===== src/rtl/riscv_commit_checker.sv =====
// Writeback snooper and register-file result checker; captures a shadow RF for RUN_CYCLES
// cycles, then walks an expected-value table. Optional retire counter: COMMIT_CHECK_RETIRE_CNT_EN.

module riscv_commit_checker_shadow_reg #(
  parameter int XLEN = 32
) (
  input  logic            clock,
  input  logic            reset,
  input  logic            clr,
  input  logic            we,
  input  logic [XLEN-1:0] d,
  output logic [XLEN-1:0] q
);
  always_ff @(posedge clock or posedge reset)
    if (reset)   q <= '0;
    else if (clr) q <= '0;
    else if (we)  q <= d;
endmodule



===== config.mk =====
export PLATFORM = sky130hd
export DESIGN_NAME = riscv_commit_checker_shadow_reg
export DESIGN_NICKNAME = d
export VERILOG_FILES = /design/src/rtl/riscv_commit_checker.sv
export SDC_FILE = /design/constraint.sdc
export NUM_CORES = 1
export LEC_CHECK = 0
export ABC_CLOCK_PERIOD_IN_PS = 1800
export BUFFER_PORTS_ARGS = -buffer_cell sky130_fd_sc_hd__buf_2
export CORE_MARGIN = 1.5
export CORE_UTILIZATION = 35
export DETAILED_ROUTE_END_ITERATION = 10
export GPL_TIMING_DRIVEN = 0
export HOLD_SLACK_MARGIN = 0.05
export PLACE_DENSITY = 0.73
export SYNTH_ARGS = -nofsm -noshare
export SYNTH_HDL_FRONTEND = slang
export SYNTH_SLANG_ARGS = --single-unit

===== constraint.sdc =====
create_clock -name clock -period 1.8 [get_ports clock]
set_input_delay 0.36 -clock clock [delete_from_list [all_inputs] [get_ports clock]]
set_output_delay 0.36 -clock clock [all_outputs]
set_load 0.02 [all_outputs]

==> impl_metrics.toml <==
[setup_path]
startpoint_type = "flip-flop"
r2r_slack_ns = 1.06
cp-startpoint = "q[13]"
end_kind = "primary output"
r2r_end = "q[14]"
r2r-start = "q[14]"
crit_cells = 1
crit_fanout = 2
path_delay_family = "flip-flops"
crit_type = "flip-flop to primary output"
crit_required_ns = 1.44
cp_slowest_cell = "dfrtp_1"
rr_worst_depth = 2
crit_buf_inv = 1
cp-endpoint = "q[13]"
path_cells = "buf_2"
cp_slowest_stage_delay_ns = 0.39
critPathArrivalTime_ns = 0.83

[floorplanning]
die_width_um = 64.6
core-area_um2 = 3660
num_io_pins = 68
rows = 22
initial_core_util = 0.363
die_area_um2 = 4170
die_y_um = 64.6

[placed_design]
port_buffers = 66
place_hpwl_um = 2020
placed_cell_area_um2 = 1720
gp_congestion = 0.664
dp_cells = 218

[yosys]
synth_area_um2 = 1330
avgSynthCellArea_um2 = 12.8
ys_ff_latch = 32
ys_seq_area_frac = 0.603
syn_nets = 140
yosysUniqueCellTypes = 7
yosys_warnings = 0
syn_inst = 104

[cts]
clock_path_buffers = 2
worstSkewPairLatency_ns = 0.28
cts_resized = 0
cts.clk_slew.worst_paths_ns = 0.06
cts_tree = "done"
cts_max_level = 2
post_cts_buffers = 0
cts_sinks = 32
cts-buffers-inserted = 5
cts_hold_buf = 0
clockRootBuffer = "clkbuf_8"

[layout]
fin_nets = 214
final_layout_size_suffix_gt1_frac = 0.430
multi_input_area_um2 = 440
post-route-cell-area_um2 = 1840
reg.largest.list = "q x32"
mostFrequentLayoutCells = "66 x buf_2, 32 x mux2i_1, 32 x nor2_1, 32 x dfrtp_1, 6 x clkbuf_8"
area_growth_pct = 38.3
finish.utilization = 0.501
layout_commonest_cell = "buf_2"
antenna_cells = 0
largest_register_ffs = 32
num-fill-cells = 344
regMostFlops = "q"
regArea_um2 = 801
final-instance-count-excl-fill = 227

[power]
clkPwrFrac = 0.346
p_leak_nw = 1.07
p_sw_frac = 0.256
p_sw_w = 0.000409
seq_power_share = 0.488
pwr_density_cell_nw_per_um2 = 870
internal_power_w = 0.00119
ir_worst_vdd_mv = 0.314
combPwrFrac = 0.166

[timing]
setup_viol_count_final = 0
final.setup.tns_ns = 0
fin_crit_sh = 0.660
finalHoldViolCount = 0
tightest_slew_ns = 0.658
max_freq_mhz = 842
hold_slack_ns = 0.166
relSlewSlack = 0.561
fin_crit_ns = 1.19
rsz0062_at_grt = "false"
slew_violations = 0
skew_ns = 0

[job]
maxCapViolations = 0

[global_route]
grtUsageMet2 = 0.232
grt_use_met3 = 0.0503
grt_pass1_vias = 966
met1_usage = 0.174
grt_max_degree = 33
grt-busiest-layer = "met2"
grt_usage = 0.146
overflow = 0
grt_antenna_before_repair = 0
grt_pass1_wl_um = 4480

[route]
drt-wirelength-per-cell_um = 12.2
drt_iter0_markers = 52
num_vias = 1003
antenna_left = 0
drtPass1Iterations = 2
drt_wl_total_um = 2760
drc = 0
via_per_inst = 4.42

[outcome]
status = "finished clean"

[hold_path]
worstHoldPathType = "primary input to async pin"
power by group through the flow:
stage	clock [W]	sequential, W	combinational [W]
floorplan	0	0.000844	0.000110
global placement	0	0.000791	0.000258
detailed placement	0	0.000792	0.000262
CTS	0.000581	0.000779	0.000263
global route	0.000617	0.000784	0.000290
finish	0.000552	0.000779	0.000266
routing by layer:
layer	part of all wire	wire [µm]
met5	0	0
met4	0.017	47
met3	0.066	181
met2	0.48	1310
met1	0.44	1220
cells by family after synthesis:
| group | Yosys count | share of synthesized area |
|---|---|---|
| simple gates | 32 | 0.0905 |
| mux | 32 | 0.241 |
| buf+inv | 8 | 0.0650 |
| flops | 32 | 0.603 |
stage by stage:
| stage | worst slack, ns | power (W) |
|---|---|---|
| after floorplan | 0.749 | 0.000953 |
| after global placement | 0.282 | 0.00105 |
| after detailed placement | 0.266 | 0.00105 |
| after CTS | 0.564 | 0.00162 |
| after global routing | 0.571 | 0.00169 |
| final | 0.612 | 0.00160 |
area by class of cell:
| type | count | area share |
|---|---|---|
| plain buffers | 7 | 0.0450 |
| clock buffers | 8 | 0.0491 |
| inverters | 1 | 0.00204 |
| multi-input cells | 64 | 0.240 |
| flip-flops and latches | 32 | 0.436 |
| well taps | 48 | 0.0327 |
| repair buffers | 67 | 0.195 |
cell usage after synthesis:
cell type / count / area share
buf_12: 3 / 0.045
buf_6: 1 / 0.0085
clkbuf_1: 3 / 0.0085
dfrtp_1: 32 / 0.60
inv_1: 1 / 0.0028
mux2i_1: 32 / 0.24
nor2_1: 32 / 0.090
how the worst min path moves through the flow:
stage | start | to | slack (ns) | cells after the start
after CTS | clr | q[10] | 0.29 | 2
after detailed placement | q[19] | q[19] | 0.51 | 2
final | reset | q[3] | 0.17 | 2
after floorplan | clr | q[10] | 0.43 | 1
after global routing | reset | q[3] | 0.21 | 2
after global placement | q[15] | q[15] | 0.50 | 2
Power figures use the tool's default switching activity.
